## config.mk

```make
export PLATFORM = sky130hd
export DESIGN_NAME = keypad_scanner
export DESIGN_NICKNAME = d
export VERILOG_FILES = /design/src/rtl/keypad_pkg.sv /design/src/rtl/keypad_col_timer.sv /design/src/rtl/keypad_scanner.sv
export SDC_FILE = /design/constraint.sdc
export NUM_CORES = 1
export LEC_CHECK = 0
export ABC_AREA = 1
export BUFFER_PORTS_ARGS = -buffer_cell sky130_fd_sc_hd__buf_2
export CAP_MARGIN = 0
export CORE_MARGIN = 2
export CORE_UTILIZATION = 45
export DETAILED_ROUTE_END_ITERATION = 8
export HOLD_SLACK_MARGIN = 0.03
export PLACE_DENSITY_LB_ADDON = 0.15
export SKIP_CTS_REPAIR_TIMING = 1
export SLEW_MARGIN = 20
export SYNTH_ARGS = -nofsm -noshare
export SYNTH_HDL_FRONTEND = slang
export SYNTH_SLANG_ARGS = --single-unit
```

## constraint.sdc

```tcl
create_clock -name CLK -period 1.8 [get_ports CLK]
set_clock_uncertainty 0.05 [all_clocks]
set_input_delay 0.27 -clock CLK [delete_from_list [all_inputs] [get_ports CLK]]
set_output_delay 0.27 -clock CLK [all_outputs]
set_load 0.1 [all_outputs]
```

## src/rtl/keypad_pkg.sv

```systemverilog
// Shared types and constants for the 4x4 matrix keypad scanner.
package keypad_pkg;

    localparam int NUM_COLS = 4;
    localparam int NUM_ROWS = 4;
    localparam int CODE_W   = 4;

    typedef enum logic [1:0] {
        ST_SCAN     = 2'd0,
        ST_DEBOUNCE = 2'd1,
        ST_HELD     = 2'd2,
        ST_RELEASE  = 2'd3
    } state_t;

    // Rows are active-low; the lowest-numbered low row wins.
    function automatic logic [1:0] lowest_low_row(input logic [NUM_ROWS-1:0] rows_n);
        logic [1:0] idx;
        idx = 2'd0;
        for (int r = NUM_ROWS - 1; r >= 0; r--) begin
            if (!rows_n[r]) idx = 2'(r);
        end
        return idx;
    endfunction

endpackage

```

## src/rtl/keypad_col_timer.sv

```systemverilog
// Column period divider: strobes o_sample on the last cycle of each column
// period and steps the column there unless i_hold is asserted.
module keypad_col_timer
    import keypad_pkg::*;
#(
    parameter int SCAN_DIV = 1024
) (
    input  logic       i_clk,
    input  logic       i_rst,
    input  logic       i_hold,
    output logic [1:0] o_col,
    output logic       o_sample
);

    localparam int DW = $clog2(SCAN_DIV);

    logic [DW-1:0] r_div;
    logic [1:0]    r_col;

    assign o_sample = (r_div == DW'(SCAN_DIV - 1));
    assign o_col    = r_col;

    always_ff @(posedge i_clk) begin
        if (i_rst) begin
            r_div <= '0;
            r_col <= 2'd0;
        end else begin
            if (o_sample) r_div <= '0;
            else          r_div <= r_div + DW'(1);

            if (o_sample && !i_hold) begin
                if (r_col == 2'(NUM_COLS - 1)) r_col <= 2'd0;
                else                           r_col <= r_col + 2'd1;
            end
        end
    end

endmodule

```

## src/rtl/keypad_scanner.sv

```systemverilog
// 4x4 keypad scanner: column scan, debounced press/release, one-cycle
// key_valid pulse with row*4+col code.
module keypad_scanner
    import keypad_pkg::*;
#(
    parameter int SCAN_DIV = 1024,
    parameter int DEBOUNCE = 8
) (
    input  logic              CLK,
    input  logic              RST,
    output logic [3:0]        col_out,
    input  logic [3:0]        row_in,
    output logic              key_valid,
    output logic [CODE_W-1:0] key_code,
    output logic              key_down,
    output state_t            o_dbg_state
);

    localparam int            CW       = (DEBOUNCE < 2) ? 1 : $clog2(DEBOUNCE + 1);
    localparam logic [CW-1:0] DEB_LAST = CW'(DEBOUNCE);

    logic [3:0]        r_sync1, r_sync2;
    state_t            r_state;
    logic [CW-1:0]     r_count;
    logic [1:0]        r_row;
    logic              r_key_valid;
    logic [CODE_W-1:0] r_key_code;
    logic              r_key_down;

    logic [1:0]    w_col;
    logic          w_sample;
    state_t        w_next_state;
    logic [CW-1:0] w_count_next;
    logic [1:0]    w_row_next;
    logic [CW-1:0] w_count_inc;
    logic          w_count_done;
    logic          w_any_low;
    logic          w_cap_low;
    logic          w_accept;
    logic          w_release_done;
    logic          w_advance;

    keypad_col_timer #(.SCAN_DIV(SCAN_DIV)) u_col_timer (
        .i_clk    (CLK),
        .i_rst    (RST),
        .i_hold   (!w_advance),
        .o_col    (w_col),
        .o_sample (w_sample)
    );

    assign w_any_low    = (r_sync2 != 4'hF);
    assign w_cap_low    = !r_sync2[r_row];
    assign w_count_inc  = r_count + CW'(1);
    assign w_count_done = (w_count_inc == DEB_LAST);

    // State register, synchronizer and registered outputs.
    always_ff @(posedge CLK) begin
        if (RST) begin
            r_sync1     <= 4'hF;
            r_sync2     <= 4'hF;
            r_state     <= ST_SCAN;
            r_count     <= '0;
            r_row       <= 2'd0;
            r_key_valid <= 1'b0;
            r_key_code  <= '0;
            r_key_down  <= 1'b0;
        end else begin
            r_sync1     <= row_in;
            r_sync2     <= r_sync1;
            r_state     <= w_next_state;
            r_count     <= w_count_next;
            r_row       <= w_row_next;
            r_key_valid <= w_accept;
            if (w_accept)            r_key_code <= {w_row_next, w_col};
            if (w_accept)            r_key_down <= 1'b1;
            else if (w_release_done) r_key_down <= 1'b0;
        end
    end

    // Next-state logic; every decision is taken only at the sample point.
    always_comb begin
        w_next_state = r_state;
        w_count_next = r_count;
        w_row_next   = r_row;
        if (w_sample) begin
            case (r_state)
                ST_SCAN: begin
                    if (w_any_low) begin
                        w_row_next   = lowest_low_row(r_sync2);
                        w_count_next = CW'(1);
                        if (DEBOUNCE == 1) w_next_state = ST_HELD;
                        else               w_next_state = ST_DEBOUNCE;
                    end
                end
                ST_DEBOUNCE: begin
                    if (!w_cap_low) begin
                        w_next_state = ST_SCAN;
                        w_count_next = '0;
                    end else begin
                        w_count_next = w_count_inc;
                        if (w_count_done) w_next_state = ST_HELD;
                    end
                end
                ST_HELD: begin
                    if (!w_cap_low) begin
                        w_count_next = CW'(1);
                        if (DEBOUNCE == 1) w_next_state = ST_SCAN;
                        else               w_next_state = ST_RELEASE;
                    end
                end
                ST_RELEASE: begin
                    if (w_cap_low) begin
                        w_next_state = ST_HELD;
                    end else begin
                        w_count_next = w_count_inc;
                        if (w_count_done) w_next_state = ST_SCAN;
                    end
                end
                default: w_next_state = ST_SCAN;
            endcase
        end
    end

    // Output decode: press accept, release complete, column advance.
    always_comb begin
        w_accept       = 1'b0;
        w_release_done = 1'b0;
        w_advance      = 1'b0;
        if (w_sample) begin
            w_accept       = (w_next_state == ST_HELD) &&
                             (r_state == ST_SCAN || r_state == ST_DEBOUNCE);
            w_release_done = (w_next_state == ST_SCAN) &&
                             (r_state == ST_HELD || r_state == ST_RELEASE);
            w_advance      = (w_next_state == ST_SCAN);
        end
    end

    assign col_out     = ~(4'b0001 << w_col);
    assign key_valid   = r_key_valid;
    assign key_code    = r_key_code;
    assign key_down    = r_key_down;
    assign o_dbg_state = r_state;

endmodule

```

# After elaboration in Yosys (flattened, before gate mapping)
# Index checks and enable logic that the tools add are counted.
[totals] wordCells=65 ff_bits=34 output_inout_bits=12
[op_classes] order_cmp=1 bitwise=1 n_reduce_logical=10 n_addsub=3 eq_ne=11 n_mux=28 shift=1
[ops] cell="2-bit 2-to-1 mux" count=15
[ops] cell="4-bit 2-to-1 mux" count=4
[ops] cell="4-bit one-hot mux with 4 select lines" count=1
[ops] cell="10-bit by 1-bit adder with 10-bit output, second input constant" count=1
[ops] cell="10-bit equality test, second input constant" count=1
[ops] cell="2-bit equality test, second input constant" count=4
[ops] cell="2-bit one-hot mux with 4 select lines" count=1
[ops] cell="1-bit 2-to-1 mux" count=6
[ops] cell="2-bit inequality test, second input constant" count=3
[ops] cell="4-bit by 1-bit adder with 4-bit output, second input constant" count=1
[ops] cell="4-bit equality test, second input constant" count=1
[ops] cell="2-bit zero test" count=2
[ops] cell="4-bit inequality test, second input constant" count=1
[ops] cell="4-bit NOT" count=1
[ops] cell="4-bit AND reduction" count=1
[ops] cell="1-bit by 2-bit << shifter with 4-bit output, first input constant" count=1
[ops] cell="1-bit logical AND" count=3
[ops] cell="2-bit by 3-bit < comparator with 1-bit output, second input constant" count=1
[ops] cell="2-bit by 1-bit adder with 2-bit output, second input constant" count=1
[ops] cell="1-bit binary-select mux with 2-bit select" count=1
[ops] cell="2-bit by 1-bit equality test with 1-bit output, second input constant" count=1
[ops] cell="1-bit logical OR" count=2
[ops] cell="2-bit nonzero test" count=1
[ops] cell="2-bit OR reduction" count=1

# Longest topological paths before layout
# Gate-level depths: netlist of the first run.
[logic_depth] ltp_word=11 depth_mapped=12

# Cells and area by module
# A second synthesis of the first run with hierarchy kept.
[hier_totals] hier_cells=215 area_unflattened_um2=1614.0
[modules_own_cells] module="keypad_scanner" cells_each=146 seq_area_each_um2=440.4 instances=1 area_per_inst_um2=1042.2
[modules_own_cells] module="keypad_col_timer" cells_each=69 seq_area_each_um2=240.2 instances=1 area_per_inst_um2=571.8

# Worst setup path before layout of the first run
# Ideal clock, no wire load.
[synth_timing] path_kind="flip-flop to flip-flop" start="reg r_state[0], in the netlist o_dbg_state[0]" end="reg r_key_down, in the netlist key_down" synth_period_minus_slack_ns=2.107 setup_ns=0.113 stages_incl_launch_ff=10 setup_slack_ns=-0.307 t_arrival_ns=1.945 t_required_ns=1.637 path_cell_list="dfxtp_1 -> inv_2 -> nor2_2 -> nand3_1 -> o21ai_1 -> nand3_2 -> nor2_2 -> nand2_1 -> nand2_1 -> nand2_1"
[synth_between] elab_chain_cells=8 elab_cells_between_ends=22 cone_classes="eq/ne: 4; mux: 11; reduce/logical: 7"
[synth_rtl] item="from (decl)" line_no="keypad_scanner.sv:23" source="state_t r_state;"
[synth_rtl] item="from (signal assigned)" line_no="keypad_scanner.sv:70" source="r_state <= w_next_state;"
[synth_rtl] item="2-bit 2-to-1 mux (on tied branches)" line_no="keypad_scanner.sv:116, keypad_scanner.sv:101"
[synth_rtl] item="2-bit 2-to-1 mux (on tied branches)" line_no="keypad_scanner.sv:112, keypad_scanner.sv:96"
[synth_rtl] item="2-bit one-hot mux with 4 select lines" line_no="keypad_scanner.sv:86" source="case (r_state)"
[synth_rtl] item="2-bit 2-to-1 mux" line_no="keypad_scanner.sv:85" source="if (w_sample) begin"
[synth_rtl] item="2-bit equality test / 2-bit zero test (equally long branches)" line_no="keypad_scanner.sv:130, keypad_scanner.sv:132"
[synth_rtl] item="1-bit logical AND (on tied branches)" line_no="keypad_scanner.sv:130, keypad_scanner.sv:132"
[synth_rtl] item="1-bit 2-to-1 mux" line_no="keypad_scanner.sv:129" source="if (w_sample) begin"
[synth_rtl] item="1-bit 2-to-1 mux / 2-bit nonzero test (equally long branches)"
[synth_rtl] item="to (signal assigned)" line_no="keypad_scanner.sv:66" source="r_key_down <= 1'b0;"
[synth_rtl] item="to (signal assigned)" line_no="keypad_scanner.sv:75" source="if (w_accept) r_key_down <= 1'b1;"
[synth_rtl] item="to (signal assigned)" line_no="keypad_scanner.sv:76" source="else if (w_release_done) r_key_down <= 1'b0;"
[synth_rtl] item="to (decl)" line_no="keypad_scanner.sv:28" source="logic r_key_down;"
# Parallel ways exist; a longest one is shown, timed or not.
# A chain may end at the register's enable or synchronous reset.

# Worst setup path in the final report of the first run
[layout_timing] start="reg u_col_timer.r_col[0], in the netlist u_col_timer.o_col[0]" end="out col_out[3]"
[layout_between] elab_chain_cells=2
[layout_rtl] item="from (decl)" line_no="keypad_col_timer.sv:18" source="logic [1:0] r_col;"
[layout_rtl] item="from (signal assigned)" line_no="keypad_col_timer.sv:33" source="else r_col <= r_col + 2'd1;"
[layout_rtl] item="1-bit by 2-bit << shifter with 4-bit output" line_no="keypad_scanner.sv:138" source="assign col_out = ~(4'b0001 << w_col);"
[layout_rtl] item="4-bit NOT" line_no="keypad_scanner.sv:138"
[layout_rtl] item="to (decl)" line_no="keypad_scanner.sv:11" source="output logic [3:0] col_out,"
# No other way between the ends.

==> run summary, run 1 <==
Status - finished clean
Storage cell area - 684 um^2
Hold Path Class - in2reg
Peak supply drop - 0.581 mV
Power Density - 748 nW/um^2
GRT overflow - 0
Routed len/inst - 9.78 um
Buf+Inv Stages, Crit Path - 2
Final Critical Period - 1710 ps
Reg2reg setup slack - 170 ps
Area grow syn2layout - 17.4%
Tot Pwr - 0.00138 W
P_sw - 0.000306 W
Syn nets - 220
FF-to-FF End - key_down$_SDFFE_PP0P_
Final Slew Violations - 0
Post-Synthesis Cells - 208
First-pass GRT wire length - 4740 um
Setup crit start - u_col_timer.o_col[0]$_SDFFE_PP0P_
Iter 0 DRT Violations - 54
Layout cells sized above 1 - 26.7%
Multi-input combinational cell area - 772 um^2
Placed insts - 273
Vias in the first global route - 1126
YS warnings - 0
Max Clk Rate - 584 MHz
Average size of a mapped cell - 7.58 um^2
CTS tree - built
Final hold vios - 0
Antenna-violating nets left - 0
Final worst slack - 86.9 ps
Placer Congestion - 0.836
WP depth - 3
Via-to-Cell Ratio - 4.60
Worst r2r src - u_col_timer.r_div[1]$_SDFF_PP0_
GRT Total Usage - 15.2%
WS Path Type - reg2out
Drt drc - 0
Worst Tran Pin Value - 485 ps
Worst-path cell chain - ha_1 > inv_1 > buf_2
Slew headroom - 67.9%
Netlist Area Pre-Place - 1580 um^2
Number of register bits inferred by synthesis - 34
Sink Count - 34
# port buffers - 17
CTS Root Cell - clkbuf_4
# nets final - 247
Layout Utilization - 55.0%
Int Pwr - 0.00108 W
Pre-CTS setup slack - 122 ps
Worst setup path endpoint - col_out[3]
Via count - 1297
Crit path launch type - flip-flop
Initial core utilization - 46.9%
Period utilisation layout - 95.2%
Flop pwr share - 55.8%
Worst Path Max Fanout - 5
Cell family with most CP delay - buffers and inverters
CP max stage cell - buf_2
RSZ-0062 raised after global routing - false
Critical path capture point type - output port
Total CTS buffers - 5
Register clock-pin slew on the reported worst setup and hold paths - 110 ps
Core ar. - 3360 um^2
Die H - 63.2 um
I/O pins - 18
Clk pwr share - 40.6%
Max incr delay on CP - 420 ps
Inserted Diodes - 0
Post-Layout Cell Count - 282
Clock tree buffer depth - 2
Switch share - 22.1%
Max cap viols - 0
Die ar. - 3990 um^2
Required @ worst endpoint - 1480 ps
Largest net degree at the start of global routing - 18
Fillers - 357
Pleak - 0.828 nW
Die Wd - 63.2 um
Worst R2R Path Depth - 12
Comb power frac - 3.6%
H-tree depth - 2
1st-pass router iterations - 4
Yosys cell types - 27
Seq/Total Area, Yosys - 43.2%
Row Count - 21
Final setup vio count - 0
WL final - 2760 um
DP Wirelength - 2010 um
Worst skew pair latency - 350 ps
Worst path arrival time - 1390 ps
Initial antenna violation count - 0
==> cell families after synthesis <==
kind of cell | count (synthesis) | synth area share, %
AO/OA/AOI/OAI | 22 | 7.38
flip-flops | 34 | 43.2
buffers and inverters | 34 | 8.10
adder cells (fa/ha/maj) | 6 | 4.76
AND/OR/NAND/NOR | 106 | 33.3
XOR/XNOR | 6 | 3.33
==> sequential cells by signal, indices dropped and copies added, names as in the netlist <==
| register | cells |
|---|---|
| key_valid | 1 |
| u_col_timer.o_col | 2 |
| key_down | 1 |
| u_col_timer.r_div | 10 |
| r_row | 2 |
| r_count | 4 |
| o_dbg_state | 2 |
| key_code | 4 |
| r_sync1 | 4 |
| r_sync2 | 4 |
==> cell usage after synthesis <==
cell type,number,share of area (%)
a21oi_1,10,3.2
a21oi_2,1,0.56
clkbuf_1,2,0.48
clkinv_1,1,0.24
dfxtp_1,34,43
ha_1,6,4.8
inv_1,24,5.7
inv_2,7,1.7
nand2_1,39,9.3
nand2_2,3,1.2
nand2_4,1,0.71
nand3_1,9,2.9
nand3_2,2,1.3
nand3_4,1,1.1
nand4_1,5,2.0
nor2_1,26,6.2
nor2_2,3,1.2
nor2_4,3,2.1
nor3_1,4,1.3
nor3b_1,1,0.48
o21a_1,1,0.48
o21ai_0,7,2.2
o21ai_1,3,0.95
or2_0,1,0.40
or2_2,8,3.2
xnor2_1,2,1.1
xor2_1,4,2.2
==> cells in the final DEF, fill, tap and decap left out, types with 3 or more instances in the layout <==
cell / Yosys / layout
dfxtp_2: 0 / 3
nor3_1: 4 / 4
ha_1: 6 / 6
a21oi_1: 10 / 10
clkbuf_4: 0 / 6
inv_1: 24 / 24
dfxtp_1: 34 / 31
or2_2: 8 / 8
o21ai_0: 7 / 7
nand2_2: 3 / 3
nand2_1: 39 / 39
buf_4: 0 / 6
xor2_1: 4 / 4
nand4_1: 5 / 5
nand3_1: 9 / 9
inv_2: 7 / 7
buf_2: 0 / 14
nor2_4: 3 / 3
nor2_2: 3 / 3
nor2_1: 26 / 26
==> worst register-to-register path, delay by kind of cell (launching register included) <==
family / cells / cell delay (ps)
DFF: 1 / 350
buffers and inverters: 1 / 40
adders and majority gates: 1 / 180
and+or+nand+nor: 10 / 930
==> power by group through the flow <==
| stage | Combinational, W | Clock, W | Sequential (W) |
|---|---|---|---|
| global route | 0.0000571 | 0.000621 | 0.000775 |
| global placement | 0.0000502 | 0 | 0.000790 |
| CTS | 0.0000508 | 0.000582 | 0.000773 |
| detailed placement | 0.0000507 | 0 | 0.000790 |
| floorplan | 0.0000341 | 0 | 0.000789 |
| finish | 0.0000496 | 0.000562 | 0.000773 |
==> through the flow <==
step	TNS, ps	area, um^2	hold slack [ps]
2_1_floorplan	0	1580	324
3_3_place_gp	0	1740	342
3_5_place_dp	0	1740	343
4_1_cts	-99.9	1830	32.7
5_1_grt	0	1850	31.1
6_report	0	1850	43.7
==> layer usage <==
| layer | track usage (%) | part of all wire (%) | vias up |
|---|---|---|---|
| met5 | 0 | 0 | - |
| li1 | - | - | 702 |
| met2 | 24.6 | 45 | 22 |
| met4 | 5.71 | 1.6 | 0 |
| met1 | 18.9 | 49 | 566 |
| met3 | 4.82 | 4.2 | 7 |
==> layout make-up <==
class | instances | area share (%)
Multi-Input combinational cell | 140 | 41.7
Sequential cell | 34 | 37.0
Timing Repair Buffer | 22 | 7.23
Inverter | 32 | 6.49
Tap cell | 46 | 3.11
Clock inverter | 3 | 2.43
Clock buffer | 5 | 2.03
==> worst min path at each step <==
stage	endpoint	startpoint	slack [ps]	cells past startpoint
after detailed placement	r_sync2[0]$_SDFF_PP1_	r_sync1[0]$_SDFF_PP1_	340	1
after floorplan	r_sync1[0]$_SDFF_PP1_	row_in[0]	320	1
after global routing	r_sync1[3]$_SDFF_PP1_	row_in[3]	30	2
after CTS	r_sync1[1]$_SDFF_PP1_	row_in[1]	30	2
final	r_sync1[1]$_SDFF_PP1_	row_in[1]	40	2
after global placement	r_sync2[1]$_SDFF_PP1_	r_sync1[1]$_SDFF_PP1_	340	1
Power figures use the tool's default switching activity.
==> inputs of run 2 (changes only) <==
- ABC_AREA: 1 -> 0
- CTS_CLUSTER_SIZE: not set -> 14
- SKIP_CTS_REPAIR_TIMING: 1 -> not set
==> run summary, run 2 <==
Largest Register - u_col_timer.r_div
Core ar. - 3360 um^2 (unchanged)
Number of flip-flops in the largest register - 10 (unchanged)
Row Count - 21 (unchanged)
Sink Count - 34 (unchanged)
I/O pins - 18 (unchanged)
1st-pass router iterations - 4 (unchanged)
RSZ-0062 raised after global routing - true
Largest family of logic cells by synthesized area - simple AND/OR/NAND/NOR gates
H-tree depth - 2 (unchanged)
Count leader, synth - dfxtp_1
Crit path launch type - flip-flop
Syn nets - 181 (-18%)
WP depth - 6 (+3)
Adder-cell area share of the yosys netlist - 4.70% (-0.063 points)
Netlist Area Pre-Place - 1600 um^2 (+1.3%)
Max Clk Rate - 563 MHz (-3.5%)
WHS Path Cells - 2 (unchanged)
Hold buffers post-CTS - 0
Routed len/inst - 12.7 um (+30%)
Yosys cell types - 42 (+56%)
Via-to-Cell Ratio - 5.23 (+14%)
# nets final - 221 (-11%)
Period utilisation layout - 98.7% (+3.5 points)
Average size of a mapped cell - 9.45 um^2 (+25%)
GRT Total Usage - 17.5% (+2.3 points)
Commonest non-fill, non-tap cell in the layout - dfxtp_1
Synth top area cells - dfxtp_1 (43%), ha_1 (4.7%), or2_2 (3.5%)
XOR/XNOR Fraction of Synth Area - 4.39% (+1.1 points)
Area grow syn2layout - 27.7%
Final Critical Period - 1780 ps (+62.7 ps)
Fillers - 321 (-10%)
Top post-synthesis cells by count - dfxtp_1 (34), inv_1 (13), nand2_1 (13)
Worst path arrival time - 1950 ps (+560 ps)
Placer Congestion - 0.765 (-8.5%)
Metal-1 WL - 1430 um (+5.9%)
Ys async rst share - 0% (unchanged)
Worst Tran Pin Value - 498 ps (+13.7 ps)
Pleak - 0.806 nW (-2.7%)
Placed insts - 247 (-9.5%)
Required @ worst endpoint - 1970 ps (+490 ps)
CTS Root Cell - clkbuf_4
Metal3 WL - 122 um (+4.3%)
DP Wirelength - 2400 um (+19%)
Max cap viols - 0 (unchanged)
Top cell type by total area after synthesis - dfxtp_1
Highest routed metal layer - met4
Antenna-violating nets left - 0 (unchanged)
Setup_tns - 0 ps (unchanged)
Initial core utilization - 47.5% (+0.63 points)
Die ar. - 4040 um^2 (+1.3%)
Final setup vio count - 0 (unchanged)
GRT overflow - 0 (unchanged)
CTS tree - built
Clock tree buffer depth - 2 (unchanged)
WL final - 3260 um (+18%)
Worst skew pair latency - 340 ps (about the same)
Worst-path cell chain - ha_1 > and3_4 > nand4_4 > buf_4 > a2111oi_1 > o32ai_2
CP max stage cell - a2111oi_1
Share of the synthesized area in the top cell type - 42.6% (-0.57 points)
Number of register bits inferred by synthesis - 34 (unchanged)
Power Density - 636 nW/um^2 (-15%)
First-pass GRT wire length - 5490 um (+16%)
Seq/Total Area, Yosys - 42.6% (-0.57 points)
Largest net degree at the start of global routing - 24 (+6)
Cell family with most CP delay - compound AO/OA/AOI/OAI gates
Critical path capture point type - flip-flop
Inserted Diodes - 0 (unchanged)
YS warnings - 0 (unchanged)
Worst R2R Path Depth - 6 (-6)
Layout cells sized above 1 - 39.5% (+13 points)
Post-synthesis simple-gate area fraction - 23.5% (-9.8 points)
Status - finished clean
Final hold vios - 0 (unchanged)
Iter 0 DRT Violations - 45 (-17%)
Register clock-pin slew on the reported worst setup and hold paths - 110 ps (about the same)
Slew headroom - 66.5% (-1.4 points)
Post-Synthesis Cells - 169 (-19%)
Die Wd - 63.6 um (+0.63%)
Met2 wire length - 1650 um (+32%)
EDFF count, synth - 0 (unchanged)
Worst Path Max Fanout - 7 (+2)
Max incr delay on CP - 420 ps (about the same)
Buf+Inv Stages, Crit Path - 1 (-1)
Most used DFF post-synth - dfxtp_1
Via count - 1338 (+3.2%)
Drt drc - 0 (unchanged)
Post-Layout Cell Count - 256 (-9.2%)
Initial antenna violation count - 0 (unchanged)
Peak supply drop - 0.538 mV (-7.4%)
Vias in the first global route - 1255 (+11%)
Post-synthesis compound-gate area fraction - 12.6% (+5.2 points)
WS Path Type - reg2reg
Die H - 63.6 um (+0.63%)
Mux cell area share after synthesis - 7.36% (+7.4 points)
Total CTS buffers - 5 (unchanged)
Final Slew Violations - 0 (unchanged)
Hold Path Class - in2reg
# port buffers - 17 (unchanged)
Most frequent cells in the layout - dfxtp_1 (28), buf_4 (23), buf_2 (14)
==> run 2: layer usage <==
layer,track usage (%),vias to the layer above
met1,20.6,625
met2,29.7,23
li1,-,684
met3,5.36,6
met5,0,-
met4,6.52,0
==> run 2: cell families (layout without fill, tap and decap cells) <==
| group | after synthesis | count (layout) |
|---|---|---|
| compound gates | 26 | 26 |
| flops | 34 | 34 |
| mux | 10 | 10 |
| buf+inv | 20 | 61 |
| simple gates | 65 | 65 |
| fa+ha+maj | 6 | 6 |
| xor+xnor | 8 | 8 |
==> run 2: what timing repair did <==
item                                    CTS  global route
buffers inserted                          1             0
gates resized for setup                   7            14
pin swaps                                 1             5
endpoints found under the setup margin    7            10
==> run 2: final timing paths <==
| path | start | end | slack (ps) |
|---|---|---|---|
| setup / recovery | u_col_timer.r_div[0]$_SDFF_PP0_ | r_count[3]$_SDFFE_PP0P_ | 20 |
| hold / removal | row_in[3] | r_sync1[3]$_SDFF_PP1_ | 60 |
| setup reg to reg | u_col_timer.r_div[0]$_SDFF_PP0_ | r_count[3]$_SDFFE_PP0P_ | 20 |
| hold reg to reg | r_sync1[1]$_SDFF_PP1_ | r_sync2[1]$_SDFF_PP1_ | 370 |
==> run 2: through the flow <==
step	total power, W	instance area (um^2)	worst slack, ps	hold slack (ps)	utilization, %
2_1_floorplan	0.000828	1620	-7.26	294	-
3_3_place_gp	0.000857	1890	32.1	344	56.2
3_5_place_dp	0.000860	1890	-9.89	344	56.2
4_1_cts	0.00131	1990	19.1	39.6	59.1
5_1_grt	0.00136	2040	-56.5	35.8	60.7
6_report	0.00130	2040	24.2	55.6	60.7
==> run 2: final cells by class <==
class	instances	area, um^2	share of cell area (%)
inverter	14	52.6	2.58
tap	46	57.6	2.82
timing repair buffer	39	262	12.8
clock inverter	2	11.3	0.552
sequential	34	693	34.0
multi-input combinational	115	913	44.8
clock buffer	6	51.3	2.51
==> run 2: report_power, final <==
part / total [W] / switching (W) / internal (W)
Combinational: 0.0000776 / 0.0000411 / 0.0000365
Sequential: 0.000769 / 0.00000557 / 0.000763
Clock: 0.000451 / 0.000262 / 0.000189
